--- src/rtl/h_program_counter_pkg.sv ---
// Shared constants and op-select encoding for the program counter,
// its jump-control logic and the bench model.
package h_program_counter_pkg;

    localparam int          DEFAULT_WIDTH        = 16;
    localparam logic [31:0] DEFAULT_RESET_VECTOR = 32'h0;

    typedef enum logic [1:0] {
        OP_RESET = 2'd0,
        OP_LOAD  = 2'd1,
        OP_INC   = 2'd2,
        OP_HOLD  = 2'd3
    } pc_op_e;

    // Fixed priority: reset > load > inc > hold.
    function automatic pc_op_e pc_select(input logic reset, input logic load, input logic inc);
        if (reset)     return OP_RESET;
        else if (load) return OP_LOAD;
        else if (inc)  return OP_INC;
        else           return OP_HOLD;
    endfunction

endpackage

--- src/rtl/h_register.sv ---
// WIDTH-bit register with load enable and synchronous reset to RESET_VALUE.
module h_register #(
    parameter int               WIDTH       = 16,
    parameter logic [WIDTH-1:0] RESET_VALUE = '0
) (
    input  logic             clk,
    input  logic             reset,
    input  logic             en,
    input  logic [WIDTH-1:0] d,
    output logic [WIDTH-1:0] q
);

    always_ff @(posedge clk) begin
        if (reset)   q <= RESET_VALUE;
        else if (en) q <= d;
    end

endmodule

--- src/rtl/h_program_counter.sv ---
// Program counter: reset / load / increment / hold with registered
// wrap-around and jump pulses.
module h_program_counter
    import h_program_counter_pkg::*;
#(
    parameter int          WIDTH        = DEFAULT_WIDTH,
    parameter logic [31:0] RESET_VECTOR = DEFAULT_RESET_VECTOR
) (
    input  logic             clk,
    input  logic             reset,
    input  logic [WIDTH-1:0] in,
    input  logic             load,
    input  logic             inc,
    output logic [WIDTH-1:0] out,
    output logic             wrapped,
    output logic             jumped
);

    localparam logic [WIDTH-1:0] RV = RESET_VECTOR[WIDTH-1:0];

    pc_op_e           op;
    logic [WIDTH:0]   inc_sum;
    logic [WIDTH-1:0] pc_next;
    logic             pc_en;

    // One extra bit on the adder: its carry is the sole source of wrapped.
    always_comb begin
        op      = pc_select(reset, load, inc);
        inc_sum = {1'b0, out} + {{WIDTH{1'b0}}, 1'b1};
        pc_next = out;
        pc_en   = 1'b0;
        case (op)
            OP_LOAD: begin
                pc_next = in;
                pc_en   = 1'b1;
            end
            OP_INC: begin
                pc_next = inc_sum[WIDTH-1:0];
                pc_en   = 1'b1;
            end
            default: ;
        endcase
    end

    h_register #(
        .WIDTH      (WIDTH),
        .RESET_VALUE(RV)
    ) u_pc (
        .clk  (clk),
        .reset(reset),
        .en   (pc_en),
        .d    (pc_next),
        .q    (out)
    );

    always_ff @(posedge clk) begin
        if (reset) begin
            wrapped <= 1'b0;
            jumped  <= 1'b0;
        end else begin
            wrapped <= (op == OP_INC) && inc_sum[WIDTH];
            jumped  <= (op == OP_LOAD);
        end
    end

endmodule
--- config.mk ---
export PLATFORM = sky130hd
export DESIGN_NAME = h_program_counter
export DESIGN_NICKNAME = d
export VERILOG_FILES = /design/src/rtl/h_program_counter_pkg.sv /design/src/rtl/h_register.sv /design/src/rtl/h_program_counter.sv
export SDC_FILE = /design/constraint.sdc
export NUM_CORES = 1
export LEC_CHECK = 0
export ABC_AREA = 1
export BUFFER_PORTS_ARGS = -buffer_cell sky130_fd_sc_hd__buf_2
export CAP_MARGIN = 20
export CORE_MARGIN = 4
export CORE_UTILIZATION = 56
export CTS_CLUSTER_DIAMETER = 150
export DETAILED_ROUTE_END_ITERATION = 12
export GPL_ROUTABILITY_DRIVEN = 0
export PLACE_DENSITY = 0.94
export RECOVER_POWER = 50
export SYNTH_ARGS = -nofsm -noshare
export SYNTH_HDL_FRONTEND = slang
export SYNTH_HIERARCHICAL = 1
export SYNTH_SLANG_ARGS = --single-unit
--- constraint.sdc ---
create_clock -name clk -period 2.5 [get_ports clk]
set_input_delay 0.125 -clock clk [delete_from_list [all_inputs] [get_ports clk]]
set_output_delay 0.125 -clock clk [all_outputs]
set_load 0.03 [all_outputs]
==> summary.md <==
| Metric | Value |
|---|---|
| Die span in x | between 50 and 60 um |
| Flop-to-flop setup slack | ~870 ps |
| Critical path's slowest cell | dfxtp_1 |
| CP max stage delay | between 400 and 500 ps |
| N_diodes | 0 |
| Fill cells | 256 |
| Clock sinks | 18 |
| R2R Path Start | u_pc/q[0] |
| Max FO, Critical Path | 8 |
| Synthesized area per cell | ~5.9 um^2 |
| Top cells by area, synth | dfxtp_1, nand2_1, nor2_1, nand3_1, inv_1 |
| RSZ-0062 raised after global routing | false |
| 1st-iter DRT viols | 72 |
| Top cell type's share of synthesized area | approximately 25% |
| Max IR drop VDD | approximately 0.34 mV |
| Wire per inst | roughly 11 um |
| Seq/Total Area, Yosys | 24.94% |
| Post-route setup slack | roughly 870 ps |
| Status | completed |
| GRT Total Usage | about a fifth |
| Layout cells sized above 1 | between 10% and 20% |
| Register Area | 360.3 um^2 |
| Most frequent cells in the layout | nand2_1, nor2_1, inv_1 |
| Initial antenna violation count | 0 |
| Highest Clock Rate | around 610 MHz |
| Multi-input gate area | 899.6 um^2 |
| PostCTS Resize Cnt | 0 |
| Finished Core Util | ~66% |
| Setup Buffers After CTS | 0 |
| First-pass GRT wire length | approximately 5700 um |
| Cts hold-fix bufs | 0 |
| # port buffers | 37 |
| Die Y | 58.80 um |
| CP most frequent cell | nand2_1 |
| Post-Route WL | 3479 um |
| Syn Std Cell Area | around 0.0014 mm^2 |
| Fin crit period | approximately 1600 ps |
| Max Cap Violations | 0 |
| DR vias | 1600 |
| Post-synth net total | around 270 |
| Die area | 0.003457 mm^2 |
| Clk root buf | clkbuf_4 |
| Cell Pwr Density | 449.1 mW/mm^2 |
| Ports | 38 |
| Crit start category | flop |
| Pre-Repair DR Iteration Count | 4 |
| Final Skew | about 1.7 ps |
| Hold Vio Cnt, Final | 0 |
| Least-Margin Pin Slew | 548.1 ps |
| Syn-to-layout area delta | 12.99% |
| Critical path class | reg -> reg |
| Setup TNS after final layout | 0 ps |
| CP cell instances | ha_1, nand2_2, nor2_4, nand4_2, nand3_1, nand2_1, inv_1, nand2_1, nand2_1, nor2_1 |
| Worst-Skew Late Latency | about 300 ps |
| Vias in the first global route | about 1400 |
| Worst relative slew slack | 63.42% |
| Synth Register Bits | 18 |
| Worst Hold Slack | between 200 and 250 ps |
| DRC Markers | 0 |
| CP Launch Point | u_pc/q[0] |
| Post-synth cell types | 25 |
| Hpwl dp | roughly 2500 um |
| CTS tree | done |
| Largest net degree at the start of global routing | 33 |
| Worst Path Arrival | ~1800 ps |
| Reg clk slew, reported paths | around 110 ps |
| Hold WC Path Type | in -> reg |
| Pins Over Slew Limit | 0 |
| Setup crit end kind | flop |
| Vias per cell | roughly 5.1 |
| Crit path required time | roughly 2700 ps |
| H-tree levels | 1 |
| Fin crit share | 65.31% |
| Synth Instances | roughly 250 |
| Initial Util | around 60% |
| Final setup vio count | 0 |
| Nets | approximately 300 |
| R2R cell count | 10 |
| ANT nets after route | 0 |
| Ys Warns | 6 |
| Dpl ws | about 930 ps |
| Core footprint | 0.002477 mm^2 |
| Yosys top cell by area | dfxtp_1 |
| Total chip power | 733.4 uW |
| Commonest non-fill, non-tap cell in the layout | nand2_1 |
| Crit path capture | u_pc/q[12] |
| CTS buffer count | 3 |
| FF-to-FF End | u_pc/q[12] |
| # rows | 18 |
| CTS max path bufs | 2 |
| Static leakage | between 0.0007 and 0.0008 uW |
| Total global routing overflow | 0 |
-- final cells by class --
class / instances / share of cell area, %
Sequential cell: 18 / 22.07
Multi-Input combinational cell: 188 / 55.10
Inverter: 32 / 7.356
Clock buffer: 4 / 2.222
Timing Repair Buffer: 39 / 10.96
Tap cell: 30 / 2.299
-- metal layers --
layer	share of wire [%]	track usage (%)
met1	44	24.83
met2	46	37.85
met5	0	0
met3	8.8	4.825
met4	1.1	4.207
-- worst min path at each step --
stage               depth (start not counted)       start         end  slack [ps]
floorplan                                   3       reset  u_pc/q[13]         340
global placement                            2  u_pc/q[15]  u_pc/q[15]         500
detailed placement                          2  u_pc/q[15]  u_pc/q[15]         510
CTS                                         3        load      jumped         220
global route                                7       in[5]   u_pc/q[5]         270
finish                                      7       in[2]   u_pc/q[2]         240
-- stage by stage --
step | instance area, um^2 | cells
2_1_floorplan | 1445 | 245
3_3_place_gp | 1618 | 307
3_5_place_dp | 1618 | 307
4_1_cts | 1654 | 311
5_1_grt | 1633 | 311
6_report | 1633 | 311
-- worst max-delay path: cells and delay by family, from the launching register on --
family	cells	cell delay, ps
adders and majority gates	1	290
buffers and inverters	1	60
DFF	1	470
and+or+nand+nor	8	720
-- state kept, by name, summed over array words and instances, names as in the netlist --
signal and flops:
jumped 1, u_pc/q 16, wrapped 1
-- report_power, final --
part           internal, uW  switching (uW)
logic                  69.0             133
registers               307            36.3
clock network          88.9            98.7
total                   465             268
-- kinds of logic after synthesis --
kind of cell             count (synthesis)  synth area share, %
buffers and inverters                   39                12.81
adder cells (fa/ha/maj)                  1               0.8657
flip-flops                              18                24.94
AO/OA/AOI/OAI                           17                8.745
AND/OR/NAND/NOR                        170                52.64
-- cells in the mapped netlist, drive strengths merged --
library cell  count
nand2            83
o21ai             2
ha                1
inv              31
a22oi            13
nand4             6
o211ai            1
dfxtp            18
or2               2
buf               7
nor3b             1
clkinv            1
nand3            24
and2              1
a21o              1
nor2             53
(Power assumes the default switching activity.)
